**config.mk**
```make
export PLATFORM = sky130hd
export DESIGN_NAME = id_ex_pipe_flat
export DESIGN_NICKNAME = d
export VERILOG_FILES = /design/src/rtl/id_ex_pipe_if.sv /design/src/rtl/id_ex_pipe.sv /design/src/flat_wrapper.sv
export SDC_FILE = /design/constraint.sdc
export NUM_CORES = 1
export LEC_CHECK = 0
export BUFFER_PORTS_ARGS = -buffer_cell sky130_fd_sc_hd__buf_2
export CORE_AREA = 2 2 252 254
export DETAILED_ROUTE_END_ITERATION = 10
export DIE_AREA = 0 0 254 256
export GPL_TIMING_DRIVEN = 0
export MAX_ROUTING_LAYER = met4
export PLACE_DENSITY = 0.5
export SYNTH_ARGS = -nofsm -noshare
export SYNTH_HDL_FRONTEND = slang
export SYNTH_SLANG_ARGS = --single-unit
```
**constraint.sdc**
```tcl
create_clock -name clk -period 2.9 [get_ports clk]
set_input_delay 0.29 -clock clk [delete_from_list [all_inputs] [get_ports clk]]
set_output_delay 0.29 -clock clk [all_outputs]
set_load 0.005 [all_outputs]
```
**src/rtl/id_ex_pipe_if.sv**
```systemverilog
// Decode-to-execute bundle for id_ex_pipe: decode-side inputs, EX-side outputs, WB bypass taps.
// The master drives decode and control; the slave is the pipeline register.
interface id_ex_pipe_if #(
    parameter int unsigned DW     = 64,
    parameter int unsigned CTRL_W = 9
);
    logic              id_valid;
    logic [DW-1:0]     id_pc;
    logic [4:0]        id_r_reg1;
    logic [4:0]        id_r_reg2;
    logic [4:0]        id_w_reg;
    logic [DW-1:0]     id_r_data1;
    logic [DW-1:0]     id_r_data2;
    logic [DW-1:0]     id_imm;
    logic [CTRL_W-1:0] id_ctrl;
    logic              stall;
    logic              flush;
    logic [4:0]        wb_reg;
    logic [DW-1:0]     wb_data;
    logic              wb_RegWrite;

    logic              ld_use_hazard;
    logic              ex_valid;
    logic [DW-1:0]     ex_pc;
    logic [4:0]        ex_r_reg1;
    logic [4:0]        ex_r_reg2;
    logic [4:0]        ex_w_reg;
    logic [DW-1:0]     ex_r_data1;
    logic [DW-1:0]     ex_r_data2;
    logic [DW-1:0]     ex_imm;
    logic [CTRL_W-1:0] ex_ctrl;
    logic [15:0]       bubble_cnt;

    modport master (
        output id_valid, id_pc, id_r_reg1, id_r_reg2, id_w_reg, id_r_data1, id_r_data2,
               id_imm, id_ctrl, stall, flush, wb_reg, wb_data, wb_RegWrite,
        input  ld_use_hazard, ex_valid, ex_pc, ex_r_reg1, ex_r_reg2, ex_w_reg, ex_r_data1,
               ex_r_data2, ex_imm, ex_ctrl, bubble_cnt
    );

    modport slave (
        input  id_valid, id_pc, id_r_reg1, id_r_reg2, id_w_reg, id_r_data1, id_r_data2,
               id_imm, id_ctrl, stall, flush, wb_reg, wb_data, wb_RegWrite,
        output ld_use_hazard, ex_valid, ex_pc, ex_r_reg1, ex_r_reg2, ex_w_reg, ex_r_data1,
               ex_r_data2, ex_imm, ex_ctrl, bubble_cnt
    );
endinterface

```
**src/rtl/id_ex_pipe.sv**
```systemverilog
// LEGv8 ID/EX pipeline register with load-use bubble insertion, stall hold and branch flush.
// Define WB_BYPASS_EN to forward same-cycle write-back data into the captured operands.
module id_ex_pipe #(
    parameter int unsigned DW           = 64,
    parameter int unsigned CTRL_W       = 9,
    parameter int unsigned MEMREAD_BIT  = 4,
    parameter int unsigned REGWRITE_BIT = 5
) (
    input logic          clk,
    input logic          rst_n,
    id_ex_pipe_if.slave  bus
);
    localparam logic [4:0] Xzr = 5'd31;

    logic              r_valid, w_valid;
    logic [DW-1:0]     r_pc, w_pc;
    logic [4:0]        r_r_reg1, w_r_reg1;
    logic [4:0]        r_r_reg2, w_r_reg2;
    logic [4:0]        r_w_reg, w_w_reg;
    logic [DW-1:0]     r_r_data1, w_r_data1;
    logic [DW-1:0]     r_r_data2, w_r_data2;
    logic [DW-1:0]     r_imm, w_imm;
    logic [CTRL_W-1:0] r_ctrl, w_ctrl;
    logic [15:0]       r_bubble_cnt, w_bubble_cnt;
    logic [15:0]       w_cnt_inc;
    logic              w_hazard;
    logic [DW-1:0]     w_op1, w_op2;

    assign w_hazard = r_valid && r_ctrl[MEMREAD_BIT] && (r_w_reg != Xzr) && bus.id_valid &&
                      ((r_w_reg == bus.id_r_reg1) || (r_w_reg == bus.id_r_reg2));

    assign w_cnt_inc = (r_bubble_cnt == 16'hFFFF) ? r_bubble_cnt : r_bubble_cnt + 16'd1;

`ifdef WB_BYPASS_EN
    always_comb begin
        w_op1 = bus.id_r_data1;
        w_op2 = bus.id_r_data2;
        if (bus.wb_RegWrite && (bus.wb_reg != Xzr) && (bus.wb_reg == bus.id_r_reg1)) begin
            w_op1 = bus.wb_data;
        end
        if (bus.wb_RegWrite && (bus.wb_reg != Xzr) && (bus.wb_reg == bus.id_r_reg2)) begin
            w_op2 = bus.wb_data;
        end
    end
`else
    // Register file is read stale on a same-cycle write; the wb_* taps stay unused.
    assign w_op1 = bus.id_r_data1;
    assign w_op2 = bus.id_r_data2;
`endif

    always_comb begin
        w_valid      = r_valid;
        w_pc         = r_pc;
        w_r_reg1     = r_r_reg1;
        w_r_reg2     = r_r_reg2;
        w_w_reg      = r_w_reg;
        w_r_data1    = r_r_data1;
        w_r_data2    = r_r_data2;
        w_imm        = r_imm;
        w_ctrl       = r_ctrl;
        w_bubble_cnt = r_bubble_cnt;
        if (bus.flush || (!bus.stall && w_hazard)) begin
            w_valid   = 1'b0;
            w_pc      = '0;
            w_r_reg1  = '0;
            w_r_reg2  = '0;
            w_w_reg   = '0;
            w_r_data1 = '0;
            w_r_data2 = '0;
            w_imm     = '0;
            w_ctrl    = '0;
            // A flush only counts as a bubble when it kills a real instruction.
            if (!bus.flush || bus.id_valid) begin
                w_bubble_cnt = w_cnt_inc;
            end
        end else if (!bus.stall) begin
            w_valid   = bus.id_valid;
            w_pc      = bus.id_pc;
            w_r_reg1  = bus.id_r_reg1;
            w_r_reg2  = bus.id_r_reg2;
            w_w_reg   = bus.id_w_reg;
            w_r_data1 = w_op1;
            w_r_data2 = w_op2;
            w_imm     = bus.id_imm;
            w_ctrl    = bus.id_valid ? bus.id_ctrl : '0;
        end
    end

    always_ff @(posedge clk or negedge rst_n) begin
        if (!rst_n) begin
            r_valid      <= 1'b0;
            r_pc         <= '0;
            r_r_reg1     <= '0;
            r_r_reg2     <= '0;
            r_w_reg      <= '0;
            r_r_data1    <= '0;
            r_r_data2    <= '0;
            r_imm        <= '0;
            r_ctrl       <= '0;
            r_bubble_cnt <= '0;
        end else begin
            r_valid      <= w_valid;
            r_pc         <= w_pc;
            r_r_reg1     <= w_r_reg1;
            r_r_reg2     <= w_r_reg2;
            r_w_reg      <= w_w_reg;
            r_r_data1    <= w_r_data1;
            r_r_data2    <= w_r_data2;
            r_imm        <= w_imm;
            r_ctrl       <= w_ctrl;
            r_bubble_cnt <= w_bubble_cnt;
        end
    end

    assign bus.ld_use_hazard = w_hazard;
    assign bus.ex_valid      = r_valid;
    assign bus.ex_pc         = r_pc;
    assign bus.ex_r_reg1     = r_r_reg1;
    assign bus.ex_r_reg2     = r_r_reg2;
    assign bus.ex_w_reg      = r_w_reg;
    assign bus.ex_r_data1    = r_r_data1;
    assign bus.ex_r_data2    = r_r_data2;
    assign bus.ex_imm        = r_imm;
    assign bus.ex_ctrl       = r_ctrl;
    assign bus.bubble_cnt    = r_bubble_cnt;
endmodule

```
**src/flat_wrapper.sv**
```systemverilog
// flat-port wrapper written by rule: the top's interface ports become plain ports
module id_ex_pipe_flat 
#(
    parameter int unsigned DW           = 64,
    parameter int unsigned CTRL_W       = 9,
    parameter int unsigned MEMREAD_BIT  = 4,
    parameter int unsigned REGWRITE_BIT = 5
)
  (clk, rst_n, bus_id_valid, bus_id_pc, bus_id_r_reg1, bus_id_r_reg2, bus_id_w_reg, bus_id_r_data1, bus_id_r_data2, bus_id_imm, bus_id_ctrl, bus_stall, bus_flush, bus_wb_reg, bus_wb_data, bus_wb_RegWrite, bus_ld_use_hazard, bus_ex_valid, bus_ex_pc, bus_ex_r_reg1, bus_ex_r_reg2, bus_ex_w_reg, bus_ex_r_data1, bus_ex_r_data2, bus_ex_imm, bus_ex_ctrl, bus_bubble_cnt);
  id_ex_pipe_if #(.DW(DW), .CTRL_W(CTRL_W)) bus_i ();
  input logic clk;
  input logic rst_n;
  input wire logic [$bits(bus_i.id_valid)-1:0] bus_id_valid;
  input wire logic [$bits(bus_i.id_pc)-1:0] bus_id_pc;
  input wire logic [$bits(bus_i.id_r_reg1)-1:0] bus_id_r_reg1;
  input wire logic [$bits(bus_i.id_r_reg2)-1:0] bus_id_r_reg2;
  input wire logic [$bits(bus_i.id_w_reg)-1:0] bus_id_w_reg;
  input wire logic [$bits(bus_i.id_r_data1)-1:0] bus_id_r_data1;
  input wire logic [$bits(bus_i.id_r_data2)-1:0] bus_id_r_data2;
  input wire logic [$bits(bus_i.id_imm)-1:0] bus_id_imm;
  input wire logic [$bits(bus_i.id_ctrl)-1:0] bus_id_ctrl;
  input wire logic [$bits(bus_i.stall)-1:0] bus_stall;
  input wire logic [$bits(bus_i.flush)-1:0] bus_flush;
  input wire logic [$bits(bus_i.wb_reg)-1:0] bus_wb_reg;
  input wire logic [$bits(bus_i.wb_data)-1:0] bus_wb_data;
  input wire logic [$bits(bus_i.wb_RegWrite)-1:0] bus_wb_RegWrite;
  output wire logic [$bits(bus_i.ld_use_hazard)-1:0] bus_ld_use_hazard;
  output wire logic [$bits(bus_i.ex_valid)-1:0] bus_ex_valid;
  output wire logic [$bits(bus_i.ex_pc)-1:0] bus_ex_pc;
  output wire logic [$bits(bus_i.ex_r_reg1)-1:0] bus_ex_r_reg1;
  output wire logic [$bits(bus_i.ex_r_reg2)-1:0] bus_ex_r_reg2;
  output wire logic [$bits(bus_i.ex_w_reg)-1:0] bus_ex_w_reg;
  output wire logic [$bits(bus_i.ex_r_data1)-1:0] bus_ex_r_data1;
  output wire logic [$bits(bus_i.ex_r_data2)-1:0] bus_ex_r_data2;
  output wire logic [$bits(bus_i.ex_imm)-1:0] bus_ex_imm;
  output wire logic [$bits(bus_i.ex_ctrl)-1:0] bus_ex_ctrl;
  output wire logic [$bits(bus_i.bubble_cnt)-1:0] bus_bubble_cnt;
  assign bus_i.id_valid = bus_id_valid;
  assign bus_i.id_pc = bus_id_pc;
  assign bus_i.id_r_reg1 = bus_id_r_reg1;
  assign bus_i.id_r_reg2 = bus_id_r_reg2;
  assign bus_i.id_w_reg = bus_id_w_reg;
  assign bus_i.id_r_data1 = bus_id_r_data1;
  assign bus_i.id_r_data2 = bus_id_r_data2;
  assign bus_i.id_imm = bus_id_imm;
  assign bus_i.id_ctrl = bus_id_ctrl;
  assign bus_i.stall = bus_stall;
  assign bus_i.flush = bus_flush;
  assign bus_i.wb_reg = bus_wb_reg;
  assign bus_i.wb_data = bus_wb_data;
  assign bus_i.wb_RegWrite = bus_wb_RegWrite;
  assign bus_ld_use_hazard = bus_i.ld_use_hazard;
  assign bus_ex_valid = bus_i.ex_valid;
  assign bus_ex_pc = bus_i.ex_pc;
  assign bus_ex_r_reg1 = bus_i.ex_r_reg1;
  assign bus_ex_r_reg2 = bus_i.ex_r_reg2;
  assign bus_ex_w_reg = bus_i.ex_w_reg;
  assign bus_ex_r_data1 = bus_i.ex_r_data1;
  assign bus_ex_r_data2 = bus_i.ex_r_data2;
  assign bus_ex_imm = bus_i.ex_imm;
  assign bus_ex_ctrl = bus_i.ex_ctrl;
  assign bus_bubble_cnt = bus_i.bubble_cnt;
  id_ex_pipe #(.DW(DW), .CTRL_W(CTRL_W), .MEMREAD_BIT(MEMREAD_BIT), .REGWRITE_BIT(REGWRITE_BIT)) u_core (.clk(clk), .rst_n(rst_n), .bus(bus_i));
endmodule
```
# == Word level (Yosys, flattened, before mapping) ==
# Cells that the tools add are included.
# word_totals
regBits,297
latch_bits,0
mem_bits_rw,0
rom_bits,0
elab_cells,47
memories,0
# op_classes
addsub,1
multipliers,0
n_div,0
order_cmp,0
eq_ne,5
shift,0
mux,19
n_bitwise,1
n_reduce_logical,11
# op_table
cell,n
64-bit two-way mux,8
5-bit two-way mux,6
9-bit two-way mux,3
"16-bit by 1-bit adder with 16-bit output, second input constant",1
"16-bit equality test, second input constant",1
5-bit equality test,2
1-bit logical AND,5
"5-bit inequality test, second input constant",1
1-bit logical OR,3
3-bit AND reduction,1
1-bit zero test,2
1-bit two-way mux,2
"2-bit by 1-bit inequality test with 1-bit output, second input constant",1
1-bit inverter,1

# == Depth between registers and ports, before layout ==
# depth
ltp_word,7
depth_mapped,9
mapped_depth_nobuf,7

# == Worst setup path before layout ==
# OpenSTA, ideal clock, no wires.
# synth_timing
path_kind,register -> register
from,register u_core.r_bubble_cnt[0] (netlist: u_core.bus.bubble_cnt[0])
to,register u_core.r_bubble_cnt[1] (netlist: u_core.bus.bubble_cnt[1])
setup_ns,0.125
arrival_time_ns,1.839
required_ns,2.775
setup_slack_ns,0.937
path_stages_with_launch,8
n_path_buf,1
cell_sequence,dfrtp_1 ha_1 nand4_1 nor4_1 or4_1 o22a_2 buf_6 mux2_2
# synth_via
elab_chain_len,3
elab_cells_between_ends,4
# synth_lines
element,line,rtl
start: declaration,id_ex_pipe.sv:24,"logic [15:0] r_bubble_cnt, w_bubble_cnt;"
start signal: assignment,id_ex_pipe.sv:111,r_bubble_cnt <= w_bubble_cnt;
"parallel branches: the longest is 3 deep, another holds 16-bit by 1-bit adder with 16-bit output",n/a,
# Parallel ways; which one is timed is not known.
# A chain may end at the register's enable or synchronous reset.

# == Worst setup path in the final report ==
# layout_timing
from,register u_core.r_w_reg[3] (netlist: u_core.bus.ex_w_reg[3])
to,register u_core.r_r_data1[1] (netlist: u_core.bus.ex_r_data1[1])
# layout_via
elab_chain_len,7
elab_cells_between_ends,11
# layout_lines
element,line,rtl
start: declaration,id_ex_pipe.sv:19,"logic [4:0] r_w_reg, w_w_reg;"
start signal: assignment,id_ex_pipe.sv:106,r_w_reg <= w_w_reg;
5-bit inequality test,id_ex_pipe.sv:29,assign w_hazard = r_valid && r_ctrl[MEMREAD_BIT] && (r_w_reg != Xzr) && bus.id_valid &&
1-bit logical AND (2 in series),id_ex_pipe.sv:29,
1-bit logical AND *,id_ex_pipe.sv:29,
1-bit logical AND *,id_ex_pipe.sv:62,if (bus.flush || (!bus.stall && w_hazard)) begin
1-bit logical OR *,id_ex_pipe.sv:62,
2-bit by 1-bit inequality test with 1-bit output (no line) or 64-bit two-way mux (tied branches),n/a,
end signal: assignment,id_ex_pipe.sv:107,r_r_data1 <= w_r_data1;
end: declaration,id_ex_pipe.sv:20,"logic [DW-1:0] r_r_data1, w_r_data1;"
# Mark *: on every way between the ends. The rest lies on a longest branch, timed or not.

==> flow_summary.yaml <==
status:
  status: "complete, no violations"
yosys:
  ys_types: 28
  postSynthAreaPerCell_um2: 15.0
  synthXorXnorAreaFrac_pct: 2.03
  ys_ff_latch: 297
  compound_cell_area_share_of_the_yosys_netlist_pct: 23.2
  synthesis.nets: 1076
  post_synth_fa_ha_maj_area_fraction_pct: 0.116
  muxShareOfSynthArea_pct: 0.105
  yosysSeqAreaShare_pct: 69.0
  ys.warnings.count: 0
  synth_top_family_by_area: "compound AO/OA/AOI/OAI gates"
  syn-cell-area_um2: 10800
  synthesis.instances: 720
  area_share_of_and_or_nand_nor_cells_after_synthesis_pct: 2.29
sta:
  finalSetupViolCount: 0
  report.final.hold_viol_count: 0
  timing.final.crit_share_pct: 82.6
  post_layout_minimum_cycle_time_ns: 2.39
  timing.fmax_ghz: 0.418
  tightestPinTransition_ns: 0.948
  report.final.slew_viol_count: 0
  finalClockSkew_ns: 0.0193
  max-slew-margin-rel_pct: 36.8
  setup_total_negative_slack_ns: 0
  setup_repair_after_global_routing_missed_its_margin: "no"
clock_tree:
  cts_repair_resize_count: 0
  clock_tree.htree_level_count: 2
  worst_skew_pair.late_latency_ns: 0.54
  cts_tree: "yes"
  root_buffer: "sky130_fd_sc_hd__clkbuf_16"
  max-clock-path-buffers: 3
  clock_sink_count: 297
  cts.hold.buffers_added: 281
  postCtsSetupRepairBufs: 0
  clk_transition_reported_paths_ns: 0.06
  cts-buffers-inserted: 35
cells_and_area:
  multi_input_comb_area_um2: 2980
  mostFrequentLayoutCells: "sky130_fd_sc_hd__buf_2, sky130_fd_sc_hd__dfrtp_1, sky130_fd_sc_hd__dlygate4sd3_1"
  postLayoutCoreUtil_pct: 30.0
  drive_gt1_share_pct: 40.9
  seqCellArea_um2: 7430
  area_overhead_of_the_layout_relative_to_synthesis_pct: 74.0
  layout_commonest_cell: "sky130_fd_sc_hd__buf_2"
  final_cell_count_no_fill: 2494
  nNetsFinal: 1978
  nFillCells: 6377
floorplan:
  die_w_um: 254
  design.die.area_um2: 65000
  die_height_um: 256
  std_cell_rows: 92
  core_region_area_um2: 62400
  ios: 653
  initial_core_util_pct: 17.3
setup_path:
  critical_path_peak_fanout: 11
  startpoint_type: "flop"
  cp_data_arrival_time_ns: 2.85
  cp-end-kind: "flop"
  crit_type: "reg -> reg"
  worst_r2r_path_depth: 9
  data_required_time_at_the_worst_endpoint_ns: 3.36
power_and_ir_drop:
  ir_drop_uv: 411
  power.leakage_nw: 9.78
  p_per_area_nw_per_um2: 558
grt:
  grt_overflow: 0
  grt_start_max_net_pins: 116
  globalRouteTotalUtil_pct: 12.9
  number_of_global_route_vias_before_repair: 10900
  grt_first_pass_wirelength_mm: 63.5
  grt_antenna_before_repair: 4
placement:
  dpl.hpwl_mm: 30.3
  gp_congestion: 0.879
  dp_cells: 2150
  port_buffers: 582
flow_run:
  cap_violations: 0
route:
  drt-pass1-iter-count: 7
  route.detailed.wl_per_inst_um: 17.1
  final_antenna_violating_net_count: 0
  routed-via-count: 10100
  drt_drc_violations_left: 0
  postRouteWirelength_mm: 42.7
  drt_first_iter_violations: 466
  via_per_inst: 4.04
hold_path:
  hold_path.class: "in -> reg"
  worst_hold_path_cell_count: 2
[final cells by class]
cell class / count / area share, %
Sequential cell: 297 / 39.7
Antenna cell: 4 / 0.0534
Clock buffer: 51 / 5.37
Timing Repair Buffer: 865 / 30.9
Buffer: 64 / 1.82
Multi-Input combinational cell: 356 / 15.9
Inverter: 3 / 0.0601
Tap cell: 846 / 5.65
Clock inverter: 8 / 0.574
[worst paths after layout]
| check | slack (ns) | from | endpoint |
|---|---|---|---|
| worst min register to register | 0.49 | u_core.bus.bubble_cnt[6] | u_core.bus.bubble_cnt[6] |
| worst max register to register | 0.51 | u_core.bus.ex_w_reg[3] | u_core.bus.ex_r_data1[1] |
| max in group asynchronous | 1.52 | rst_n | u_core.bus.ex_r_data1[7] |
| min in group asynchronous | 0.33 | rst_n | u_core.bus.ex_imm[15] |
| worst max-delay path | 0.51 | u_core.bus.ex_w_reg[3] | u_core.bus.ex_r_data1[1] |
| worst min-delay path | 0.06 | bus_id_ctrl[5] | u_core.bus.ex_ctrl[5] |
[cells by family after synthesis]
logic type	Yosys count
and+or+nand+nor	45
AOI/OAI and AO/OA	284
buffers and inverters	67
adders and majority gates	1
xor gates and xnor gates	25
DFF	297
muxes	1
[cells in the mapped netlist (all sizes together)]
cell	count	area, um2
or4	1	7.51
o22a	1	10.0
nor2b	1	6.26
dfrtp	297	7430
nand3	6	30.0
a22o	271	2370
nor3	10	76.3
xor2	22	193
or3	1	6.26
buf	32	221
inv	3	11.3
clkbuf	32	120
nor4	4	25.0
o2111ai	1	8.76
or3b	1	8.76
nand2	9	33.8
a22oi	1	7.51
mux2	1	11.3
xnor2	3	26.3
a32o	9	90.1
nand4	3	18.8
a21oi	1	5.00
ha	1	12.5
nor2	9	33.8
[through the flow]
step	hold slack, ns	area [um2]	setup WS [ns]	total power, mW
floorplan	-0.00559	10800	0.937	5.09
global placement	0.476	14700	-4.19	5.84
detailed placement	0.304	14800	-0.201	5.87
CTS	0.0145	18700	0.379	10.6
global route	0.0260	18700	0.249	10.9
finish	0.0588	18700	0.506	10.5
[power breakdown]
part           total, mW  switching, mW  internal, mW
clock               4.35           1.77          2.59
sequential          4.61          0.201          4.41
combinational       1.48          0.678         0.805
[worst max-delay path, stage by stage (launching register included)]
cell and delay [ns]:
sky130_fd_sc_hd__dfrtp_1 0.46, sky130_fd_sc_hd__xor2_1 0.18, sky130_fd_sc_hd__nor2_1 0.07, sky130_fd_sc_hd__a22oi_1 0.25, sky130_fd_sc_hd__nor2_1 0.11, sky130_fd_sc_hd__nor3_1 0.13
sky130_fd_sc_hd__buf_2 0.41, sky130_fd_sc_hd__buf_4 0.31, sky130_fd_sc_hd__buf_4 0.22, sky130_fd_sc_hd__a22o_1 0.16
[layer usage]
layer / wire length, um / vias to the layer above / GRT usage (%)
met3: 2700 / 77 / 2.76
met4: 1430 / 0 / 5.28
met2: 20500 / 446 / 20.8
met5: 0 / - / -
met1: 18100 / 4967 / 15.5
li1: - / 4578 / -
Note: power is estimated with default switching activity, not from simulation.
